==> src/rtl/mmu_pkg.sv <==
// Shared MMU types: page size, PTE bit positions and the TLB entry record.
// The asid field of tlb_entry_t exists only when TLB_ASID_EN is defined.
package mmu;

    typedef enum logic [1:0] {
        PSIZE_4K = 2'd0,
        PSIZE_2M = 2'd1,
        PSIZE_1G = 2'd2
    } psize_t;

    localparam int ASID_W    = 16;
    localparam int VLEN_DEF  = 39;
    localparam int VPN_W_DEF = VLEN_DEF - 12;

    localparam int PTE_V = 0;
    localparam int PTE_R = 1;
    localparam int PTE_W = 2;
    localparam int PTE_X = 3;
    localparam int PTE_U = 4;
    localparam int PTE_G = 5;
    localparam int PTE_D = 7;

    typedef struct packed {
        logic                 valid;
        logic [VPN_W_DEF-1:0] vpn;
        psize_t               psize;
        logic [31:0]          pte;
`ifdef TLB_ASID_EN
        logic [ASID_W-1:0]    asid;
`endif
    } tlb_entry_t;

    // Number of low VPN bits that a page of this size does not translate.
    function automatic int unsigned gran_bits(input psize_t ps);
        case (ps)
            PSIZE_2M: return 9;
            PSIZE_1G: return 18;
            default:  return 0;
        endcase
    endfunction

endpackage

==> src/rtl/tlb_entry_cmp.sv <==
// Combinational single-entry matcher: hit, permission fault, D-bit fault and paddr.
// With TLB_ASID_EN defined, a hit also needs equal ASIDs or a global PTE.
module tlb_entry_cmp
    import mmu::*;
#(
    parameter int VLEN = 39,
    parameter int PLEN = 33
) (
    input  logic              valid_i,
    input  logic [VLEN-13:0]  vpn_i,
    input  psize_t            psize_i,
    input  logic [31:0]       pte_i,
`ifdef TLB_ASID_EN
    input  logic [ASID_W-1:0] entry_asid_i,
    input  logic [ASID_W-1:0] req_asid_i,
`endif
    input  logic [VLEN-1:0]   vaddr_i,
    input  logic              access_r_i,
    input  logic              access_w_i,
    input  logic              access_x_i,
    input  logic              u_mode_i,
    input  logic              sum_i,
    output logic              match_o,
    output logic              fault_o,
    output logic              fault_dns_o,
    output logic [PLEN-1:0]   paddr_o
);

    localparam int VPN_W = VLEN - 12;

    logic [VPN_W-1:0] gran_mask;
    logic             vpn_hit;
    logic             asid_ok;
    logic             xwr_rsvd;
    logic             grant_r, grant_w, grant_x;
    logic             ctx_ok;
    logic             perm_ok;
    logic [32:0]      paddr_full;
    logic             unused_pte_bits;

    assign gran_mask = {VPN_W{1'b1}} << gran_bits(psize_i);
    assign vpn_hit   = ((vpn_i ^ vaddr_i[VLEN-1:12]) & gran_mask) == '0;

`ifdef TLB_ASID_EN
    assign asid_ok = (entry_asid_i == req_asid_i) || pte_i[PTE_G];
`else
    assign asid_ok = 1'b1;
`endif

    assign match_o = valid_i & pte_i[PTE_V] & vpn_hit & asid_ok;

    // XWR = 010 and 110 are reserved and grant nothing at all.
    assign xwr_rsvd = pte_i[PTE_W] & ~pte_i[PTE_R];
    assign grant_r  = pte_i[PTE_R] & ~xwr_rsvd;
    assign grant_w  = pte_i[PTE_W] & ~xwr_rsvd;
    assign grant_x  = pte_i[PTE_X] & ~xwr_rsvd;

    assign ctx_ok  = (u_mode_i == pte_i[PTE_U]) || (!u_mode_i && sum_i);
    assign perm_ok = (access_r_i & grant_r)
                   | (access_w_i & grant_w & pte_i[PTE_D])
                   | (access_x_i & grant_x);

    assign fault_o     = match_o & ~(perm_ok & ctx_ok);
    assign fault_dns_o = match_o & access_w_i & grant_w & ~pte_i[PTE_D] & ctx_ok;

    always_comb begin
        paddr_full = {pte_i[30:10], vaddr_i[11:0]};
        case (psize_i)
            PSIZE_2M: paddr_full = {pte_i[30:19], vaddr_i[20:0]};
            PSIZE_1G: paddr_full = {pte_i[30:28], vaddr_i[29:0]};
            default:  paddr_full = {pte_i[30:10], vaddr_i[11:0]};
        endcase
    end

    assign paddr_o = PLEN'(paddr_full);

    assign unused_pte_bits = ^{pte_i[31], pte_i[9:8], pte_i[6], pte_i[5]};

endmodule

==> src/rtl/tlb_array.sv <==
// Fully associative TLB: registered lookup, walker refill with de-dup/round-robin
// replacement, and flush-all / flush-by-address. TLB_ASID_EN adds ASID tagging.
module tlb_array
    import mmu::*;
#(
    parameter int ENTRIES = 8,
    parameter int VLEN    = 39,
    parameter int PLEN    = 33
) (
    input  logic              clk,
    input  logic              reset,
    input  logic              lookup_valid,
    input  logic [VLEN-1:0]   lookup_vaddr,
    input  logic              access_r,
    input  logic              access_w,
    input  logic              access_x,
    input  logic              u_mode,
    input  logic              sum,
    output logic              resp_valid,
    output logic              resp_hit,
    output logic              resp_fault,
    output logic              resp_fault_dns,
    output logic [PLEN-1:0]   resp_paddr,
    input  logic              fill_valid,
    input  logic [VLEN-13:0]  fill_vpn,
    input  psize_t            fill_psize,
    input  logic [31:0]       fill_pte,
`ifdef TLB_ASID_EN
    input  logic [ASID_W-1:0] lookup_asid,
    input  logic [ASID_W-1:0] fill_asid,
    input  logic [ASID_W-1:0] flush_asid,
    input  logic              flush_by_asid,
`endif
    input  logic              flush_valid,
    input  logic              flush_by_addr,
    input  logic [VLEN-1:0]   flush_vaddr
);

    localparam int VPN_W = VLEN - 12;
    localparam int IDX_W = $clog2(ENTRIES);

    logic [ENTRIES-1:0] valid_q, valid_d;
    logic [VPN_W-1:0]   vpn_q   [ENTRIES];
    psize_t             psize_q [ENTRIES];
    logic [31:0]        pte_q   [ENTRIES];
`ifdef TLB_ASID_EN
    logic [ASID_W-1:0]  asid_q  [ENTRIES];
`endif
    logic [IDX_W-1:0]   victim_q, victim_d;

    logic               resp_valid_q, resp_hit_q, resp_fault_q, resp_dns_q;
    logic [PLEN-1:0]    resp_paddr_q;

    logic [ENTRIES-1:0] lk_match, lk_fault, lk_dns, fl_match;
    logic [PLEN-1:0]    lk_paddr [ENTRIES];
    logic [ENTRIES-1:0] unused_fl_fault, unused_fl_dns;
    logic [PLEN-1:0]    unused_fl_paddr [ENTRIES];

    logic               hit_any, sel_fault, sel_dns;
    logic [PLEN-1:0]    sel_paddr;

    logic [VPN_W-1:0]   fill_mask;
    logic               dup_hit, inv_hit, fill_we;
    logic [IDX_W-1:0]   dup_idx, inv_idx, fill_idx;
    logic [ENTRIES-1:0] flush_clr;

    for (genvar i = 0; i < ENTRIES; i++) begin : g_entry
        tlb_entry_cmp #(.VLEN(VLEN), .PLEN(PLEN)) u_lookup_cmp (
            .valid_i      (valid_q[i]),
            .vpn_i        (vpn_q[i]),
            .psize_i      (psize_q[i]),
            .pte_i        (pte_q[i]),
`ifdef TLB_ASID_EN
            .entry_asid_i (asid_q[i]),
            .req_asid_i   (lookup_asid),
`endif
            .vaddr_i      (lookup_vaddr),
            .access_r_i   (access_r),
            .access_w_i   (access_w),
            .access_x_i   (access_x),
            .u_mode_i     (u_mode),
            .sum_i        (sum),
            .match_o      (lk_match[i]),
            .fault_o      (lk_fault[i]),
            .fault_dns_o  (lk_dns[i]),
            .paddr_o      (lk_paddr[i])
        );

        // Address flush ignores ASID here; the ASID filter is applied separately.
        tlb_entry_cmp #(.VLEN(VLEN), .PLEN(PLEN)) u_flush_cmp (
            .valid_i      (valid_q[i]),
            .vpn_i        (vpn_q[i]),
            .psize_i      (psize_q[i]),
            .pte_i        (pte_q[i]),
`ifdef TLB_ASID_EN
            .entry_asid_i (asid_q[i]),
            .req_asid_i   (asid_q[i]),
`endif
            .vaddr_i      (flush_vaddr),
            .access_r_i   (1'b0),
            .access_w_i   (1'b0),
            .access_x_i   (1'b0),
            .u_mode_i     (1'b0),
            .sum_i        (1'b0),
            .match_o      (fl_match[i]),
            .fault_o      (unused_fl_fault[i]),
            .fault_dns_o  (unused_fl_dns[i]),
            .paddr_o      (unused_fl_paddr[i])
        );
    end

    always_comb begin
        hit_any   = 1'b0;
        sel_fault = 1'b0;
        sel_dns   = 1'b0;
        sel_paddr = '0;
        for (int i = ENTRIES - 1; i >= 0; i--) begin
            if (lk_match[i]) begin
                hit_any   = 1'b1;
                sel_fault = lk_fault[i];
                sel_dns   = lk_dns[i];
                sel_paddr = lk_paddr[i];
            end
        end
    end

    assign fill_mask = {VPN_W{1'b1}} << gran_bits(fill_psize);

    always_comb begin
        dup_hit = 1'b0;
        dup_idx = '0;
        inv_hit = 1'b0;
        inv_idx = '0;
        for (int i = ENTRIES - 1; i >= 0; i--) begin
            if (valid_q[i] && (((vpn_q[i] ^ fill_vpn) & fill_mask) == '0)
`ifdef TLB_ASID_EN
                && (asid_q[i] == fill_asid)
`endif
               ) begin
                dup_hit = 1'b1;
                dup_idx = IDX_W'(i);
            end
            if (!valid_q[i]) begin
                inv_hit = 1'b1;
                inv_idx = IDX_W'(i);
            end
        end
    end

    assign fill_we  = fill_valid & ~flush_valid;
    assign fill_idx = dup_hit ? dup_idx : (inv_hit ? inv_idx : victim_q);

    always_comb begin
        flush_clr = '0;
        for (int i = 0; i < ENTRIES; i++) begin
`ifdef TLB_ASID_EN
            flush_clr[i] = (!flush_by_addr || fl_match[i]) &&
                           (!flush_by_asid || (!pte_q[i][PTE_G] && asid_q[i] == flush_asid));
`else
            flush_clr[i] = !flush_by_addr || fl_match[i];
`endif
        end
    end

    always_comb begin
        valid_d  = valid_q;
        victim_d = victim_q;
        if (flush_valid) begin
            valid_d = valid_q & ~flush_clr;
        end else if (fill_valid) begin
            valid_d[fill_idx] = 1'b1;
            if (!dup_hit && !inv_hit) begin
                victim_d = victim_q + IDX_W'(1);
            end
        end
    end

    always_ff @(posedge clk or posedge reset) begin
        if (reset) begin
            valid_q      <= '0;
            victim_q     <= '0;
            resp_valid_q <= 1'b0;
            resp_hit_q   <= 1'b0;
            resp_fault_q <= 1'b0;
            resp_dns_q   <= 1'b0;
            resp_paddr_q <= '0;
        end else begin
            valid_q      <= valid_d;
            victim_q     <= victim_d;
            resp_valid_q <= lookup_valid;
            resp_hit_q   <= lookup_valid & hit_any;
            resp_fault_q <= lookup_valid & sel_fault;
            resp_dns_q   <= lookup_valid & sel_dns;
            resp_paddr_q <= (lookup_valid && hit_any) ? sel_paddr : '0;
        end
    end

    // Payload is qualified by valid_q, so it needs no reset.
    always_ff @(posedge clk) begin
        if (fill_we) begin
            vpn_q[fill_idx]   <= fill_vpn;
            psize_q[fill_idx] <= fill_psize;
            pte_q[fill_idx]   <= fill_pte;
`ifdef TLB_ASID_EN
            asid_q[fill_idx]  <= fill_asid;
`endif
        end
    end

    assign resp_valid     = resp_valid_q;
    assign resp_hit       = resp_hit_q;
    assign resp_fault     = resp_fault_q;
    assign resp_fault_dns = resp_dns_q;
    assign resp_paddr     = resp_paddr_q;

endmodule

==> config.mk <==
export PLATFORM = sky130hd
export DESIGN_NAME = tlb_array
export DESIGN_NICKNAME = d
export VERILOG_FILES = /design/src/rtl/mmu_pkg.sv /design/src/rtl/tlb_entry_cmp.sv /design/src/rtl/tlb_array.sv
export SDC_FILE = /design/constraint.sdc
export NUM_CORES = 1
export LEC_CHECK = 0
export ABC_AREA = 1
export BUFFER_PORTS_ARGS = -buffer_cell sky130_fd_sc_hd__buf_2
export CAP_MARGIN = 25
export CELL_PAD_IN_SITES_DETAIL_PLACEMENT = 0
export CELL_PAD_IN_SITES_GLOBAL_PLACEMENT = 2
export CORE_UTILIZATION = 39
export DETAILED_ROUTE_END_ITERATION = 10
export PLACE_DENSITY_LB_ADDON = 0.25
export SETUP_SLACK_MARGIN = 0.15
export SLEW_MARGIN = 20
export SYNTH_ARGS = -nofsm -noshare
export SYNTH_HDL_FRONTEND = slang
export SYNTH_SLANG_ARGS = --single-unit
==> constraint.sdc <==
create_clock -name clk -period 4.04 [get_ports clk]
set_clock_uncertainty 0.05 [all_clocks]
set_input_delay 0.808 -clock clk [delete_from_list [all_inputs] [get_ports clk]]
set_output_delay 0.808 -clock clk [all_outputs]
set_load 0.01 [all_outputs]
## Word level (Yosys, flattened, before mapping)

Memories as Yosys holds them, arrays and structs flattened.
Index checks and enable logic that the tools add are counted.

| storage, ports and cells | value |
|---|---|
| register bits | 48 |
| latch bits | 0 |
| RAM bits | 488 |
| bits in read-only memories | 0 |
| bits of input ports | 150 |
| output and inout port bits | 37 |
| word-level logic and storage cells | 436 |
| memories kept | 3 |

Memories:

| memory | depth | width | read ports | clocked after Yosys merged registers in | wr ports | line | text |
|---|---|---|---|---|---|---|---|
| pte_q | 8 | 32 | 8 | 0 | 1 | tlb_array.sv:45 | `logic [31:0] pte_q [ENTRIES];` |
| vpn_q | 8 | 27 | 8 | 0 | 1 | tlb_array.sv:43 | `logic [VPN_W-1:0] vpn_q [ENTRIES];` |
| psize_q | 8 | 2 | 8 | 0 | 1 | tlb_array.sv:44 | `psize_t psize_q [ENTRIES];` |

| operators by class | value |
|---|---|
| $add $sub $neg | 1 |
| multiply operators | 0 |
| div/mod/pow operators | 0 |
| order comparisons | 2 |
| eq/ne operators | 26 |
| shift-type cells | 9 |
| multiplexer cells | 90 |
| bitwise operators | 240 |
| reduce and logical (&&, ||, !) cells | 58 |

Operators with widths:

| cell | number |
|---|---|
| $and A27 B27 Y27 | 24 |
| $logic_not A27 Y1 | 24 |
| $xor A27 B27 Y27 | 24 |
| $pmux W30 S2 | 8 |
| $mux W33 | 9 |
| $shl A27 B5 Y27 const A | 8 |
| $and A1 B1 Y1 | 140 |
| $pmux W5 S2 | 9 |
| $mux W3 | 18 |
| $mux W1 | 43 |
| $not A1 Y1 | 33 |
| $shl A27 B32 Y27 const A | 1 |
| $eq A2 B1 Y1 const B | 9 |
| $eq A2 B2 Y1 const B | 9 |
| $logic_or A1 B1 Y1 | 16 |
| $mux W8 | 2 |
| $or A1 B1 Y1 | 16 |
| $logic_and A1 B1 Y1 | 12 |
| $and A8 B8 Y8 | 1 |
| $eq A1 B1 Y1 | 8 |
| $not A8 Y8 | 1 |
| $or A8 B8 Y8 | 1 |
| $logic_not A1 Y1 | 4 |
| $lt A3 B4 Y1 const B | 1 |
| other kinds (5) | 5 |

## Depth between registers and ports, before layout

Gate-level depths: netlist of run 1.

| logic depth | value |
|---|---|
| word-level depth | 22 |
| gate-level depth with buffers | 21 |
| depth with buffers taken out | 20 |

## Hierarchy

Synthesis of run 1 repeated with hierarchy kept, for this count alone.

| unflattened totals | value |
|---|---|
| cell total of the unflattened synthesis | 5963 |
| area total of the unflattened synthesis | 41304.6 um2 |

By module, submodules not included:

| module | times used | cells an instance | area an instance (um2) | sequential area each (um2) |
|---|---|---|---|---|
| tlb_array | 1 | 2235 | 23647.7 | 15855.2 |
| tlb_entry_cmp | 16 | 233 | 1103.6 | 0.0 |

## Least setup slack after synthesis of run 1

No wires, ideal clock.

| timing path | value |
|---|---|
| kind | input -> register |
| start | input port fill_psize[0] |
| end | memory psize_q[5][0] in the netlist's numbering (enable) |
| setup time | 0.410 ns |
| arrival time | 3.571 ns |
| data required time | 3.580 ns |
| setup slack | 0.009 ns |
| stages on the path | 18 |
| buffers on the path | 2 |
| cells stage by stage | inv_1 > ha_1 > buf_2 > inv_2 > buf_2 > o21ai_0 > nor2_1 > nand2_1 > nor2_1 > nand3_1 > nand2_1 > nor2_2 > nand3b_1 > nand2_2 > inv_2 > nor2_1 > nand3_1 > inv_1 |

| between the ends | value |
|---|---|
| cells in the longest elaborated chain, start to end | 15 |
| elaborated cells between the ends (all ways) | 45 |
| classes of those cells | eq/ne (2); shift (1); mux (18); bitwise (8); reduce/logical (16) |

RTL lines:

| element | line | text |
|---|---|---|
| start: declaration | tlb_array.sv:26 | `input psize_t fill_psize,` |
| $eq A2 B2 Y1 / $eq A2 B1 Y1 (equally long branches) | mmu_pkg.sv:35 | `case (ps)` |
| $pmux W5 S2 (*) | mmu_pkg.sv:35 |  |
| $shl A27 B32 Y27 (*) | tlb_array.sv:127 | `assign fill_mask = {VPN_W{1'b1}} << gran_bits(fill_psize);` |
| $and A27 B27 Y27 | tlb_array.sv:135 | `if (valid_q[i] && (((vpn_q[i] ^ fill_vpn) & fill_mask) == '0)` |
| $logic_not A27 Y1 | tlb_array.sv:135 |  |
| $logic_and A1 B1 Y1 | tlb_array.sv:135 |  |
| $mux W3 / $mux W1 (equally long branches) (8 in a row) | tlb_array.sv:135 |  |
| $mux W3 (*) | tlb_array.sv:151 | `assign fill_idx = dup_hit ? dup_idx : (inv_hit ? inv_idx : victim_q);` |
| end: declaration | tlb_array.sv:44 |  |

Every way passes the cells marked *; elsewhere a longest branch is shown, timed or not.

## Final worst setup path of run 1

| timing path | value |
|---|---|
| start | input port fill_psize[1] |
| end | memory vpn_q[7][23] in the netlist's numbering (enable) |

| between the ends | value |
|---|---|
| cells in the longest elaborated chain, start to end | 15 |
| elaborated cells between the ends (all ways) | 45 |
| classes of those cells | eq/ne (2); shift (1); mux (18); bitwise (8); reduce/logical (16) |

RTL lines:

| element | line |
|---|---|
| $eq A2 B2 Y1 / $eq A2 B1 Y1 (equally long branches) | mmu_pkg.sv:35 |
| $pmux W5 S2 (*) | mmu_pkg.sv:35 |
| $shl A27 B32 Y27 (*) | tlb_array.sv:127 |
| $and A27 B27 Y27 | tlb_array.sv:135 |
| $logic_not A27 Y1 | tlb_array.sv:135 |
| $logic_and A1 B1 Y1 | tlb_array.sv:135 |
| $mux W3 / $mux W1 (equally long branches) (8 in a row) | tlb_array.sv:135 |
| $mux W3 (*) | tlb_array.sv:151 |
| end: declaration | tlb_array.sv:43 |

Marks and branches as above.

==> impl_metrics.tcl, run 1 <==
set metrics [dict create \
    final-seq-area_um2 14650 \
    p_int_mw 9.421 \
    grt_pass1_wl_um 169800 \
    syn_avg_cell_area_um2 8.728 \
    via_per_inst 5.347 \
    period_share_pct 88.49 \
    synth_top_family_by_area "simple AND/OR/NAND/NOR gates" \
    cts.hold.buffers_added 0 \
    p_sw_share_pct 27.42 \
    root_buffer "clkbuf_16" \
    critPathLaunchType "input pin" \
    combPwrFrac_pct 13.0 \
    fillCellCount 7498 \
    dieArea_um2 78210 \
    p_leak_nw 14.51 \
    cts_tree "built" \
    diodes 0 \
    yosysWarnings 0 \
    drtIter0Drc 1943 \
    postSynthCellCount 3445 \
    slowest_delay_ns 0.28 \
    drt-pass1-iter-count 5 \
    postRouteAntennaNets 0 \
    numClockSinks 496 \
    ctsResizeCount 0 \
    power_frac_clock_pct 41.3 \
    coreArea_um2 76080 \
    cp_slowest_cell "nor2_1" \
    rows 101 \
    critical_path.endpoint_type "flop" \
    critical_path_class "in2reg" \
    rsz0062_at_grt "false" \
    crit-reg2reg-capture "resp_paddr[11]" \
    gp_congestion 0.9272 \
    drt_wl_total_um 117700 \
    numCtsBuffers 59 \
    cts_buffer_depth 3 \
    cts_max_level 2 \
    tightest_slew_ns 1.132 \
    final_nets 3862 \
    cts_setup_buffers 0 \
    yosys.cell_types.count 49 \
    ir_worst_vdd_mv 0.4827 \
    io_buffers 169 \
    yosys_register_bits 496 \
    hpwl_um 86710 \
    ios 187 \
    final-setup-viol-count 0 \
    worstReg2RegStart "psize_q[5][1]" \
    ys_seq_area_share_pct 48.74 \
    min_path_type "in2async" \
    cp.required_ns 4.33 \
    critPathTopFamily "simple AND/OR/NAND/NOR gates" \
    clk_latency_ns 0.64 \
    maxCapViolCount 0 \
    pwr_density_cell_nw_per_um2 371.2 \
    vias 25500 \
    grt_overflow 0 \
    synth_xor_area_share_pct 12.53 \
    outcome "complete, no violations" \
    yosys.area_share.simple_pct 23.50 \
    path_cells "buf_2 > ha_1 > buf_12 > nand2_2 > buf_12 > buf_4 > nand3_1 > o21ai_1 > nor2_1 > nand2_1 > nor2_1 > nand3_1 > nand2_1 > nor2_2 > nand2_1 > nand3_1 > nor2_2 > nand3_1 > clkinvlp_4 > buf_4" \
    clkTransAtPathRegs_ns 0.06 \
    syn_area_um2 30070 \
    grt_max_degree 39 \
    antenna_found_initial 0 \
    max_freq_mhz 279.7 \
    drc 0 \
    synthAdderAreaFrac_pct 0.9988 \
    syn-num-nets 3619 \
    multiInputGateArea_um2 13380 \
    syn2layout_area_growth_pct 16.32 \
    die_y_um 279.7 \
    crit_buf_inv 6 \
    pwr-share-seq_pct 45.6 \
    rrSetupSlack_ns 0.64 \
    fp.dieW_um 279.7 \
    slew_violations 0 \
    fin_util_pct 45.97 \
    rr_worst_depth 15 \
    maxSlewHeadroom_pct 24.25 \
    power.total_mw 12.98 \
    critical_path.max_fanout 12 \
    p_sw_mw 3.560 \
    drive_above_1_share_pct 14.87 \
    path_common_cell "nand3_1" \
    final_hold_viol_count 0 \
    synth-compound-area-share_pct 7.486 \
    period_needed_ns 3.575 \
    avgRoutedWirePerCell_um 24.69 \
    grt_usage_pct 29.92 \
    grt_pass1_vias 25060 \
    start_util_pct 39.52 \
    yosys-mux-area-fraction_pct 0 \
    worstPathArrival_ns 3.86 \
]
[placed cells by master, fill, tap and decap left out, types with 31 or more instances in the layout]
cell and count:
nand4_1 49, edfxtp_1 448, inv_1 259, a21oi_1 58, nand2_1 954, o22ai_1 31, o21ai_0 145, a22oi_1 45
buf_12 31, xor2_1 244, nor2_1 283, buf_4 147, clkbuf_16 59, xnor2_1 186, dfrtp_1 48, nand3_1 245
buf_2 169
[cells by family (layout without fill, tap and decap cells)]
kind of cell,after synthesis,in the layout
XOR/XNOR,430,430
buffers and inverters,462,755
AO/OA/AOI/OAI,370,370
flip-flops,496,496
adder cells (fa/ha/maj),24,24
AND/OR/NAND/NOR,1663,1663
[power groups by stage]
stage | logic [mW] | registers [mW] | clock network [mW]
2_1_floorplan | 0.953 | 6.00 | 0
3_3_place_gp | 1.67 | 6.02 | 0
3_5_place_dp | 1.68 | 6.03 | 0
4_1_cts | 1.68 | 5.92 | 5.46
5_1_grt | 1.82 | 5.94 | 5.62
6_report | 1.69 | 5.92 | 5.36
[cells in the mapped netlist, drive strengths merged]
cell     count  area [um2]
a22oi       45       337.8
edfxtp     448       13450
nor3        34       190.2
o2111ai      5       43.79
a31oi       10       62.56
o211ai      13       97.59
a211oi       2       15.01
o21ai      158       790.8
xnor2      186        1629
o22ai       31       193.9
nand3      253        1314
a2111oi      6       52.55
inv        290        1089
a21oi       78       465.4
ha          24       300.3
or2         32       200.2
a221oi       8       70.07
nand4       49       306.5
a311oi       1       8.760
xor2       244        2137
o41ai        3       26.28
nand3b       8       72.57
clkinv       7       26.28
buf        102       678.1
o21a         1       7.510
dfrtp       48        1201
clkbuf      63       236.5
nor4        24       156.4
o311ai       9       78.83
nand2b       1       6.260
or3b         2       17.52
nor2       298        1171
nand2      962        3631
[cell type report]
| cell class | count | share of cell area [%] |
|---|---|---|
| multi-input cells | 2487 | 38.27 |
| inverters | 297 | 3.273 |
| flip-flops and latches | 496 | 41.90 |
| well taps | 1030 | 3.685 |
| clock buffers | 75 | 4.622 |
| repair buffers | 347 | 7.348 |
| clock inverters | 36 | 0.9051 |
[through the flow]
stage / std cells / area, um2 / setup WS, ns / hold slack, ns / setup TNS (ns)
2_1_floorplan: 3445 / 30100 / 0.3005 / 0.4195 / 0
3_3_place_gp: 4656 / 33020 / -0.1088 / 0.4469 / -15.64
3_5_place_dp: 4656 / 33020 / -0.1057 / 0.4543 / -13.40
4_1_cts: 4767 / 34950 / 0.5544 / 0.2963 / 0
5_1_grt: 4768 / 34970 / 0.3456 / 0.05277 / 0
6_report: 4768 / 34970 / 0.4650 / 0.05429 / 0
[worst max path at each step]
stage	start	cells past startpoint	slack [ns]	endpoint
CTS	fill_psize[0]	21	0.55	vpn_q[7][23]
global route	fill_psize[0]	21	0.35	vpn_q[7][20]
finish	fill_psize[1]	20	0.47	vpn_q[7][23]
global placement	fill_psize[0]	21	-0.11	vpn_q[7][24]
floorplan	fill_psize[0]	18	0.30	psize_q[5][0]
detailed placement	fill_psize[0]	21	-0.11	vpn_q[7][24]
[registers in the layout (all words and copies together), names as in the netlist]
name            flops
psize_q            16
pte_q             216
resp_fault          1
resp_fault_dns      1
resp_hit            1
resp_paddr         33
resp_valid          1
valid_q             8
victim_q            3
vpn_q             216
[metal layers]
metal | part of all wire [%] | vias up | track usage [%]
met1 | 42 | 12410 | 38.59
met3 | 5.7 | 244 | 3.311
li1 | - | 11900 | -
met4 | 4.3 | 0 | 12.44
met5 | 0 | - | 0
met2 | 48 | 947 | 50.94
Note: power is estimated with default switching activity, not from simulation.
==> inputs of run 2 (changes only) <==
- CORE_ASPECT_RATIO: not set -> 1.1
- REMOVE_ABC_BUFFERS: not set -> 1
==> run 2 against run 1 <==
Effect of this change: global-route usage fell by 0.75 points; non-clock buffer count down 34; clock-buffer cell count is 4 higher; core utilization shrank 0.85 points; final cell count down 0.90%; hold slack better by 0.19 ns; critical endpoint is now resp_paddr[1]; highest routed layer is now met5.
==> impl_metrics.tcl, run 2 (synthesized netlist as in run 1, its figures left out) <==
set metrics [dict create \
    outcome "complete, no violations" \
    drt_wl_total_um 114500 \
    ios 187 \
    clk_latency_ns 0.65 \
    final_hold_viol_count 0 \
    syn2layout_area_growth_pct 14.25 \
    critical_path.max_fanout 23 \
    hpwl_um 83420 \
    coreArea_um2 76130 \
    p_int_mw 9.009 \
    clkTransAtPathRegs_ns 0.06 \
    period_needed_ns 3.606 \
    fin_cells 4725 \
    maxSlewHeadroom_pct 29.76 \
    cts.hold.buffers_added 0 \
    grt_usage_pct 29.17 \
    drive_above_1_share_pct 13.66 \
    final_nets 3825 \
    p_leak_nw 14.25 \
    io_buffers 169 \
    p_sw_share_pct 27.69 \
    min_path_type "in2async" \
    fp.dieW_um 266.7 \
    power.total_mw 12.46 \
    avgRoutedWirePerCell_um 24.24 \
    dieArea_um2 78210 \
    cts_buffer_depth 3 \
    root_buffer "clkbuf_16" \
    start_util_pct 39.49 \
    pwr_density_cell_nw_per_um2 362.7 \
    ir_worst_vdd_mv 0.2543 \
    grt_overflow 0 \
    postRouteAntennaNets 0 \
    slew_violations 0 \
    cts_tree "built" \
    rows 106 \
    cts_setup_buffers 0 \
    grt_pass1_vias 24420 \
    worstPathArrival_ns 4.06 \
    max_freq_mhz 277.3 \
    placed_cell_area_um2 32650 \
    drt-pass1-iter-count 5 \
    numCtsBuffers 56 \
    pwr-share-seq_pct 47.5 \
    vias 25270 \
    tightest_slew_ns 1.050 \
    grt_pass1_wl_um 166100 \
    cts_max_level 2 \
    power_frac_clock_pct 39.3 \
    drtIter0Drc 2438 \
    combPwrFrac_pct 13.2 \
    period_share_pct 89.25 \
    gp_congestion 0.9442 \
    p_sw_mw 3.449 \
    final-setup-viol-count 0 \
    numClockSinks 496 \
    grt_max_degree 35 \
    cp.required_ns 4.49 \
    final_common_cell "nand2_1" \
    final_area_um2 34350 \
    critical_path_class "reg2reg" \
    critPathLaunchType "flop" \
    maxCapViolCount 0 \
    ctsResizeCount 0 \
    critical_path.endpoint_type "flop" \
    placed_cells 4619 \
    antenna_found_initial 3 \
    drc 0 \
    die_y_um 293.2 \
    rsz0062_at_grt "false" \
    final_cell_mix "nand2_1 (954), edfxtp_1 (448), nor2_1 (283)" \
    via_per_inst 5.349 \
]
run 2: metrics by stage:
stage                     utilization, %  worst slack [ns]  TNS (ns)  hold WS, ns
after floorplan                        -           -0.3410   -141.06       0.4195
after global placement             42.89           -0.1209    -22.37       0.4381
after detailed placement           42.89           -0.1434    -23.03       0.4443
after CTS                          45.12            0.5159         0       0.2606
after global routing               45.12            0.2597         0       0.2990
final                              45.12            0.4343         0       0.2406
run 2: final cells by class:
class                   count  area, um2
repair buffers            313       2215
fillers                  7459      41780
well taps                1026       1284
multi-input cells        2487      13380
inverters                 297       1115
flip-flops and latches    496      14650
clock inverters            26      171.4
clock buffers              79       1528
diodes                      1      2.502
run 2: path summary, 6_finish.rpt:
check | slack, ns | end | from | cells after the start
min in group clk | 0.35 | resp_paddr[11] | lookup_vaddr[11] | 3
setup / recovery | 0.43 | resp_paddr[1] | psize_q[7][1] | 14
setup reg to reg | 0.43 | resp_paddr[1] | psize_q[7][1] | 14
hold reg to reg | 0.45 | victim_q[0] | victim_q[0] | 1
max in group asynchronous | 2.88 | resp_paddr[15] | reset | 3
hold / removal | 0.24 | resp_hit | reset | 2
run 2: critical path, cell delays in order (launching register included):
cell and delay (ns):
edfxtp_1 0.42, ha_1 0.87, nand3_1 0.38, nand3b_1 0.23, a21oi_1 0.05, nand3_1 0.11, nor2_4 0.06, buf_12 0.16
inv_2 0.05, nand2_1 0.04, nor2_1 0.34, nand3b_4 0.15, buf_12 0.17, nand2_2 0.27, nor2_1 0.09
run 2: layer usage:
layer | GRT usage, % | share of wire (%) | vias up
met2 | 49.44 | 48 | 1002
li1 | - | - | 11840
met1 | 37.52 | 41 | 12190
met5 | 0 | 0.0079 | -
met4 | 11.82 | 4.4 | 2
met3 | 3.738 | 6.3 | 241
run 2: power groups by stage:
stage / logic, mW / registers (mW) / clock network [mW]
detailed placement: 1.63 / 6.03 / 0
floorplan: 0.797 / 6.00 / 0
finish: 1.64 / 5.92 / 4.90
global placement: 1.61 / 6.02 / 0
global route: 1.78 / 5.94 / 5.17
CTS: 1.64 / 5.92 / 4.98
